[config.mk]
export PLATFORM = sky130hd
export DESIGN_NAME = sha256_nonce_sweep
export DESIGN_NICKNAME = d
export VERILOG_FILES = /design/src/rtl/sha256_nonce_sweep.sv
export SDC_FILE = /design/constraint.sdc
export NUM_CORES = 2
export LEC_CHECK = 0
export ABC_AREA = 1
export CAP_MARGIN = 10
export CORE_MARGIN = 1
export CORE_UTILIZATION = 39
export CTS_CLUSTER_DIAMETER = 30
export DETAILED_ROUTE_END_ITERATION = 12
export PLACE_DENSITY_LB_ADDON = 0.3
export SLEW_MARGIN = 20
export SYNTH_ARGS = -nofsm -noshare
export SYNTH_HDL_FRONTEND = slang
export SYNTH_SLANG_ARGS = --single-unit
[constraint.sdc]
create_clock -name clk_i -period 56.7 [get_ports clk_i]
set_input_delay 11.34 -clock clk_i [delete_from_list [all_inputs] [get_ports clk_i]]
set_output_delay 11.34 -clock clk_i [all_outputs]
set_load 0.03 [all_outputs]
[src/rtl/sha256_nonce_sweep.sv]
// rtl/sha256_nonce_sweep.sv - iterative double SHA-256 nonce sweep with streamed results
// Purpose: sweeps nonce_base_i .. nonce_base_i + nonce_count_i - 1 over a fixed
// block-1 midstate. Each nonce is hashed twice on one shared round engine, and
// the first word of the second digest is streamed out with valid/ready.
// Ports:
//   clk_i, reset_i     : clock, asynchronous active-high reset
//   start_i            : one-cycle sweep request, sampled only in IDLE
//   midstate_i         : h0..h7 after header block 1 (h0 in [255:224])
//   tail_i             : header words 16..18 (word 16 in [95:64])
//   nonce_base_i       : first nonce of the sweep
//   nonce_count_i      : number of nonces to process (0..MAX_NONCES)
//   target_i           : hit threshold on final digest word 0
//   busy_o, done_o     : sweep in progress / one-cycle end-of-sweep pulse
//   out_valid_o/out_ready_i, out_nonce_o, out_h0_o, out_hit_o : result stream
module sha256_nonce_sweep #(
  parameter int MAX_NONCES  = 16,
  parameter int STOP_ON_HIT = 0,
  parameter int CNT_W       = $clog2(MAX_NONCES + 1)
) (
  input  logic             clk_i,
  input  logic             reset_i,
  input  logic             start_i,
  input  logic [255:0]     midstate_i,
  input  logic [95:0]      tail_i,
  input  logic [31:0]      nonce_base_i,
  input  logic [CNT_W-1:0] nonce_count_i,
  input  logic [31:0]      target_i,
  output logic             busy_o,
  output logic             out_valid_o,
  input  logic             out_ready_i,
  output logic [31:0]      out_nonce_o,
  output logic [31:0]      out_h0_o,
  output logic             out_hit_o,
  output logic             done_o
);

  typedef enum logic [3:0] {
    IDLE, LOAD1, RND1, FIN1, LOAD2, RND2, FIN2, EMIT, DONE
  } state_t;

  localparam logic [CNT_W-1:0] CNT_ONE = 1;

  localparam logic [31:0] IV [8] = '{
    32'h6a09e667, 32'hbb67ae85, 32'h3c6ef372, 32'ha54ff53a,
    32'h510e527f, 32'h9b05688c, 32'h1f83d9ab, 32'h5be0cd19
  };

  function automatic logic [31:0] rotr(input logic [31:0] x, input int n);
    return (x >> n) | (x << (32 - n));
  endfunction

  function automatic logic [31:0] bsig0(input logic [31:0] x);
    return rotr(x, 2) ^ rotr(x, 13) ^ rotr(x, 22);
  endfunction

  function automatic logic [31:0] bsig1(input logic [31:0] x);
    return rotr(x, 6) ^ rotr(x, 11) ^ rotr(x, 25);
  endfunction

  function automatic logic [31:0] ssig0(input logic [31:0] x);
    return rotr(x, 7) ^ rotr(x, 18) ^ (x >> 3);
  endfunction

  function automatic logic [31:0] ssig1(input logic [31:0] x);
    return rotr(x, 17) ^ rotr(x, 19) ^ (x >> 10);
  endfunction

  function automatic logic [31:0] k_at(input logic [5:0] idx);
    logic [31:0] k;
    k = 32'h0;
    case (idx)
      6'd0:  k = 32'h428a2f98; 6'd1:  k = 32'h71374491; 6'd2:  k = 32'hb5c0fbcf; 6'd3:  k = 32'he9b5dba5;
      6'd4:  k = 32'h3956c25b; 6'd5:  k = 32'h59f111f1; 6'd6:  k = 32'h923f82a4; 6'd7:  k = 32'hab1c5ed5;
      6'd8:  k = 32'hd807aa98; 6'd9:  k = 32'h12835b01; 6'd10: k = 32'h243185be; 6'd11: k = 32'h550c7dc3;
      6'd12: k = 32'h72be5d74; 6'd13: k = 32'h80deb1fe; 6'd14: k = 32'h9bdc06a7; 6'd15: k = 32'hc19bf174;
      6'd16: k = 32'he49b69c1; 6'd17: k = 32'hefbe4786; 6'd18: k = 32'h0fc19dc6; 6'd19: k = 32'h240ca1cc;
      6'd20: k = 32'h2de92c6f; 6'd21: k = 32'h4a7484aa; 6'd22: k = 32'h5cb0a9dc; 6'd23: k = 32'h76f988da;
      6'd24: k = 32'h983e5152; 6'd25: k = 32'ha831c66d; 6'd26: k = 32'hb00327c8; 6'd27: k = 32'hbf597fc7;
      6'd28: k = 32'hc6e00bf3; 6'd29: k = 32'hd5a79147; 6'd30: k = 32'h06ca6351; 6'd31: k = 32'h14292967;
      6'd32: k = 32'h27b70a85; 6'd33: k = 32'h2e1b2138; 6'd34: k = 32'h4d2c6dfc; 6'd35: k = 32'h53380d13;
      6'd36: k = 32'h650a7354; 6'd37: k = 32'h766a0abb; 6'd38: k = 32'h81c2c92e; 6'd39: k = 32'h92722c85;
      6'd40: k = 32'ha2bfe8a1; 6'd41: k = 32'ha81a664b; 6'd42: k = 32'hc24b8b70; 6'd43: k = 32'hc76c51a3;
      6'd44: k = 32'hd192e819; 6'd45: k = 32'hd6990624; 6'd46: k = 32'hf40e3585; 6'd47: k = 32'h106aa070;
      6'd48: k = 32'h19a4c116; 6'd49: k = 32'h1e376c08; 6'd50: k = 32'h2748774c; 6'd51: k = 32'h34b0bcb5;
      6'd52: k = 32'h391c0cb3; 6'd53: k = 32'h4ed8aa4a; 6'd54: k = 32'h5b9cca4f; 6'd55: k = 32'h682e6ff3;
      6'd56: k = 32'h748f82ee; 6'd57: k = 32'h78a5636f; 6'd58: k = 32'h84c87814; 6'd59: k = 32'h8cc70208;
      6'd60: k = 32'h90befffa; 6'd61: k = 32'ha4506ceb; 6'd62: k = 32'hbef9a3f7; 6'd63: k = 32'hc67178f2;
      default: k = 32'h0;
    endcase
    return k;
  endfunction

  state_t           state_q;
  logic [255:0]     mid_q;
  logic [95:0]      tail_q;
  logic [31:0]      target_q;
  logic [31:0]      nonce_q;
  logic [CNT_W-1:0] count_q;
  logic [CNT_W-1:0] proc_q;
  logic [5:0]       rnd_q;
  logic [31:0]      hv_q [8];
  logic [31:0]      w_q  [16];

  logic             busy_q;
  logic             out_valid_q;
  logic [31:0]      out_nonce_q;
  logic [31:0]      out_h0_q;
  logic             out_hit_q;
  logic             done_q;

  logic [31:0]      ch_d, maj_d, t1_d, t2_d, w_new_d, h0_d;
  logic             hit_d;

  // One SHA-256 round on A..H (hv_q[0..7]); w_q[0] always holds w[t] and
  // w_new_d is w[t+16], pushed into the top of the 16-word window.
  always_comb begin
    ch_d    = (hv_q[4] & hv_q[5]) ^ (~hv_q[4] & hv_q[6]);
    maj_d   = (hv_q[0] & hv_q[1]) ^ (hv_q[0] & hv_q[2]) ^ (hv_q[1] & hv_q[2]);
    t1_d    = hv_q[7] + bsig1(hv_q[4]) + ch_d + k_at(rnd_q) + w_q[0];
    t2_d    = bsig0(hv_q[0]) + maj_d;
    w_new_d = ssig1(w_q[14]) + w_q[9] + ssig0(w_q[1]) + w_q[0];
    h0_d    = IV[0] + hv_q[0];
    hit_d   = h0_d < target_q;
  end

  always_ff @(posedge clk_i or posedge reset_i) begin
    if (reset_i) begin
      state_q     <= IDLE;
      mid_q       <= '0;
      tail_q      <= '0;
      target_q    <= '0;
      nonce_q     <= '0;
      count_q     <= '0;
      proc_q      <= '0;
      rnd_q       <= '0;
      busy_q      <= 1'b0;
      out_valid_q <= 1'b0;
      out_nonce_q <= '0;
      out_h0_q    <= '0;
      out_hit_q   <= 1'b0;
      done_q      <= 1'b0;
      for (int i = 0; i < 8; i++) hv_q[i] <= '0;
      for (int i = 0; i < 16; i++) w_q[i] <= '0;
    end else begin
      done_q <= 1'b0;
      case (state_q)
        IDLE: begin
          if (start_i) begin
            mid_q    <= midstate_i;
            tail_q   <= tail_i;
            target_q <= target_i;
            nonce_q  <= nonce_base_i;
            count_q  <= nonce_count_i;
            proc_q   <= '0;
            if (nonce_count_i == '0) begin
              state_q <= DONE;
            end else begin
              busy_q  <= 1'b1;
              state_q <= LOAD1;
            end
          end
        end
        LOAD1: begin
          for (int i = 0; i < 8; i++) hv_q[i] <= mid_q[255 - 32*i -: 32];
          for (int i = 0; i < 3; i++) w_q[i] <= tail_q[95 - 32*i -: 32];
          w_q[3] <= nonce_q;
          w_q[4] <= 32'h80000000;
          for (int i = 5; i < 15; i++) w_q[i] <= '0;
          w_q[15] <= 32'd640;
          rnd_q   <= '0;
          state_q <= RND1;
        end
        RND1, RND2: begin
          hv_q[0] <= t1_d + t2_d;
          hv_q[1] <= hv_q[0];
          hv_q[2] <= hv_q[1];
          hv_q[3] <= hv_q[2];
          hv_q[4] <= hv_q[3] + t1_d;
          hv_q[5] <= hv_q[4];
          hv_q[6] <= hv_q[5];
          hv_q[7] <= hv_q[6];
          for (int i = 0; i < 15; i++) w_q[i] <= w_q[i+1];
          w_q[15] <= w_new_d;
          rnd_q   <= rnd_q + 6'd1;
          if (rnd_q == 6'd63) state_q <= (state_q == RND1) ? FIN1 : FIN2;
        end
        FIN1: begin
          // First digest lands directly in the message window for block 2.
          for (int i = 0; i < 8; i++) w_q[i] <= mid_q[255 - 32*i -: 32] + hv_q[i];
          state_q <= LOAD2;
        end
        LOAD2: begin
          for (int i = 0; i < 8; i++) hv_q[i] <= IV[i];
          w_q[8] <= 32'h80000000;
          for (int i = 9; i < 15; i++) w_q[i] <= '0;
          w_q[15] <= 32'd256;
          rnd_q   <= '0;
          state_q <= RND2;
        end
        FIN2: begin
          out_h0_q    <= h0_d;
          out_hit_q   <= hit_d;
          out_nonce_q <= nonce_q;
          out_valid_q <= 1'b1;
          state_q     <= EMIT;
        end
        EMIT: begin
          if (out_ready_i) begin
            out_valid_q <= 1'b0;
            nonce_q     <= nonce_q + 32'd1;
            proc_q      <= proc_q + CNT_ONE;
            if ((proc_q + CNT_ONE == count_q) || ((STOP_ON_HIT != 0) && out_hit_q)) begin
              state_q <= DONE;
            end else begin
              state_q <= LOAD1;
            end
          end
        end
        DONE: begin
          done_q  <= 1'b1;
          busy_q  <= 1'b0;
          state_q <= IDLE;
        end
        default: state_q <= IDLE;
      endcase
    end
  end

  assign busy_o      = busy_q;
  assign out_valid_o = out_valid_q;
  assign out_nonce_o = out_nonce_q;
  assign out_h0_o    = out_h0_q;
  assign out_hit_o   = out_hit_q;
  assign done_o      = done_q;

endmodule

## Word-level counts from Yosys, hierarchy flattened

Memories as Yosys holds them, arrays and structs flattened.
Index checks and enable logic that the tools add are counted.

- Multiplexer cells: 23
- $lt $le $gt $ge: 1
- Reduce and logical (&&, ||, !) cells: 15
- Equality and inequality tests: 14
- Add/sub/neg operators: 22
- Bitwise operators: 27

Operators with widths:

| kind | count |
|---|---|
| 256-bit case mux with 3 select lines | 3 |
| 32-bit adder | 18 |
| 32-bit XOR | 9 |
| 32-bit bitwise AND | 5 |
| 32-bit 2-to-1 mux | 2 |
| 32-bit case mux with 2 select lines | 1 |
| 31-bit by 32-bit adder with 32-bit output, first input constant | 1 |
| 32-bit by 1-bit adder with 32-bit output, second input constant | 1 |
| 32-bit < comparator | 1 |
| 32-bit NOT | 1 |
| 10-bit by 32-bit bitwise OR with 32-bit output | 1 |
| 13-bit by 32-bit bitwise OR with 32-bit output | 1 |
| 14-bit by 32-bit bitwise OR with 32-bit output | 1 |
| 15-bit by 32-bit bitwise OR with 32-bit output | 1 |
| 19-bit by 32-bit bitwise OR with 32-bit output | 1 |
| 21-bit by 32-bit bitwise OR with 32-bit output | 1 |
| 25-bit by 32-bit bitwise OR with 32-bit output | 1 |
| 26-bit by 32-bit bitwise OR with 32-bit output | 1 |
| 30-bit by 32-bit bitwise OR with 32-bit output | 1 |
| 7-bit by 32-bit bitwise OR with 32-bit output | 1 |
| 32-bit by 22-bit XOR with 32-bit output | 1 |
| 32-bit by 29-bit XOR with 32-bit output | 1 |
| 4-bit case mux with 7 select lines | 1 |
| 4-bit 2-to-1 mux | 5 |
| other kinds (22) | 42 |

- Memories: 1
- Bits of input ports: 425
- Bits in read-only memories: 2,048
- Flip-flop bits (word level): 1,272

Memories:

| name | depth | width | rd ports | clocked after memory_dff | wr ports | RTL line | text |
|---|---|---|---|---|---|---|---|
| (name not given) | 64 | 32 | 1 | 0 | 0 | 71 | `case (idx)` |

## Depth between registers and ports, before layout

- Depth after elaboration: 9
- Mapped depth: 39
- Gate-level depth less buffers: 38

## Worst setup path before layout

Ideal clock, no wire load.

- Path kind: input port to flip-flop
- Start: in start_i
- End: reg nonce_q[1]
- Data required time: 56.570 ns
- Setup slack: 44.394 ns
- Data arrival time: 12.176 ns
- Library setup time: 0.130 ns
- Cell stages on the path: 5
- Path buffers: 2
- Cell sequence: nand2_1 > nand2_1 > clkbuf_1 > buf_2 > a31oi_1

- Cells in the longest elaborated chain, start to end: 2

RTL lines:

| element | RTL line | text |
|---|---|---|
| start: declaration | 22 | `input logic start_i,` |
| 2-bit inequality test (no line) | - |  |
| 3-bit AND reduction (no line) | - |  |
| end signal: assignment | 152 | `nonce_q <= nonce_base_i;` |
| end signal: assignment | 210 | `nonce_q <= nonce_q + 32'd1;` |
| end: declaration | 97 | `logic [31:0] nonce_q;` |

Every way passes these cells.
A chain may end at the register's enable or synchronous reset.

==> flow_summary.toml <==
[outcome]
status = "complete, no violations"

[detailed_routing]
drtIter0Drc = 10519
postRouteAntennaNets = 0
wl_per_cell_um = 27.6
vias = 85480
dr.pass1.iters = 9
drc = 0
avgViaCountPerCell = 5.78
finalWirelength_mm = 409

[job]
cap_viol_max_count = 0

[timing]
setup_viol = 0
slew_violations = 0
fin_skew_ns = 0.0994
slew_headroom = 0.178
max_freq_mhz = 69.2
rsz0062_at_grt = "no"
period_minus_slack_ns = 14.44
finalSetupTns_ns = 0
finalCritPeriodShare = 0.255
timing_hold_violations_final = 0
tightest_slew_ns = 1.23

[logic_synthesis]
synth_edf_count = 0
seq_area_frac_synth = 0.373
avgSynthCellArea_um2 = 7.62
synth_top_cell_area_share = 0.373
synth_ff_type = "dfrtp_1"
postSynth.asyncResetShare = 1.00
yosys_register_bits = 1272
synth_area_mm2 = 0.0853
synth_top_area_cell = "dfrtp_1"
syn_inst = 11202
synth_fp_nets = 12252
synth_area_leaders = "dfrtp_1, nand2_1, o21ai_0, inv_1, ha_1"
synth.distinct_cells = 71
synth_warnings = 0

[clock_network]
htreeDepth = 5
cts_hold_buf = 0
clk_latency_ns = 1.00
path_clk_slew_ns = 0.04
cts_tree = "yes"
post_cts_resized = 0
root_buffer = "clkbuf_16"
cts_buffers = 350
clock_sinks = 1272
clockBufferDepth = 4
post_cts_buffers = 0

[critical_path]
cp-end-kind = "asynchronous set/reset pin"
slowest_stage = "buf_4"
critPathCapture = "mid_q[228]"
r2r_start = "rnd_q[0]"
r2r_end = "hv_q[255]"
arrival_ns = 15.47
crit_fanout = 107
cp_common_cell = "buf_4"
worstSetupPathType = "in2async"
r2r.worst_path.cells = 32
path_cells = "clkdlybuf4s50_1 -> inv_8 -> buf_12 -> buf_4 -> buf_6 -> buf_4"
critPathLaunchType = "input pin"
crit_start = "reset_i"
worstPathRequired_ns = 57.73
cp_slowest_stage_delay_ns = 0.89
rrSetupSlack_ns = 47.59

[floorplan]
core_area_mm2 = 0.217
ios = 493
start_util = 0.393
die_h_um = 470
dieArea_mm2 = 0.221
row_count = 171
die_w_um = 470

[layout]
nets = 12706
fillers = 21279
syn_to_final_growth_pct = 22.7
drive_gt1_frac = 0.0669
final_cell_mix = "nand2_1, inv_1, o21ai_0"
layout_commonest_cell = "nand2_1"

[placed_design]
io_buffers = 492
gp_congestion = 1.03
dp_hpwl_mm = 314

[global_routing]
grt_use_total = 0.363
grt_pass1_vias = 82932
antenna_found_initial = 33
grt_pass1_wl_mm = 584
grt-ovfl-total = 0
grt_max_degree = 223

[min_path]
min_path_cells = 2
hold_class = "reg2reg"
hold_start = "w_q[29]"
stage by stage:
stage / hold WS (ns) / cell area (um2) / cells / util / worst slack [ns]
detailed placement: 0.466 / 92600 / 14157 / 0.426 / 40.87
finish: 0.473 / 105000 / 14797 / 0.482 / 42.26
global route: 0.501 / 105000 / 14790 / 0.482 / 41.77
CTS: 0.478 / 105000 / 14779 / 0.481 / 41.87
floorplan: 0.443 / 85300 / 11202 / - / 9.51
global placement: 0.463 / 92600 / 14157 / 0.426 / 40.94
layout make-up:
cell class | instances | area (um2) | area share
tap | 2854 | 3570 | 0.0341
timing repair buffer | 589 | 5790 | 0.0553
sequential | 1272 | 31800 | 0.304
clock inverter | 179 | 2340 | 0.0224
multi-input combinational | 7874 | 45500 | 0.435
inverter | 1569 | 5930 | 0.0567
clock buffer | 443 | 9670 | 0.0924
antenna | 17 | 42.5 | 0.000406
worst min path at each step:
stage / to
2_1_floorplan: w_q[256]
3_3_place_gp: out_h0_o[2]
3_5_place_dp: out_h0_o[2]
4_1_cts: out_h0_o[2]
5_1_grt: out_h0_o[26]
6_report: w_q[61]
flip-flops by register name, indices dropped and copies added (netlist names):
name and count:
mid_q 256, out_hit_o 1, tail_q 96, out_valid_o 1, count_q 5, proc_q 5, state_q 4, target_q 32
done_o 1, w_q 512, busy_o 1, hv_q 256, out_h0_o 32, nonce_q 32, rnd_q 6, out_nonce_o 32
layer usage:
metal	GRT usage	wire, um
met5	0	132
met3	0.0768	37300
met1	0.483	168000
met2	0.537	175000
met4	0.224	28200
cell usage after synthesis (28+ instances only):
| master | instances |
|---|---|
| or2_2 | 50 |
| o211ai_1 | 70 |
| clkbuf_1 | 286 |
| nand2_1 | 2483 |
| a21o_1 | 34 |
| o21ai_1 | 72 |
| fa_1 | 195 |
| a31oi_1 | 43 |
| o21bai_1 | 47 |
| buf_1 | 28 |
| xnor2_1 | 146 |
| o221ai_1 | 91 |
| o22ai_1 | 311 |
| xor2_1 | 203 |
| inv_1 | 1548 |
| nor2_1 | 551 |
| nor3_1 | 138 |
| a22oi_1 | 124 |
| nand3_1 | 382 |
| ha_1 | 430 |
| buf_4 | 35 |
| o21ai_0 | 1343 |
| dfrtp_1 | 1272 |
| a21oi_1 | 844 |
| nand4_1 | 72 |
| buf_2 | 136 |
critical path, delay by kind of cell:
kind	cells	cell delay [ns]
buffers and inverters	6	3.67
cell families after synthesis:
| kind of cell | after synthesis | share of synthesized area |
|---|---|---|
| mux | 6 | 0.000704 |
| xor+xnor | 350 | 0.0360 |
| flops | 1272 | 0.373 |
| simple gates | 3772 | 0.181 |
| compound gates | 3121 | 0.206 |
| fa+ha+maj | 625 | 0.109 |
| buf+inv | 2056 | 0.0942 |
Power is left out: the tool's default activity adds up to more than one toggle a clock period on the data nets, which glitch-free logic cannot reach.
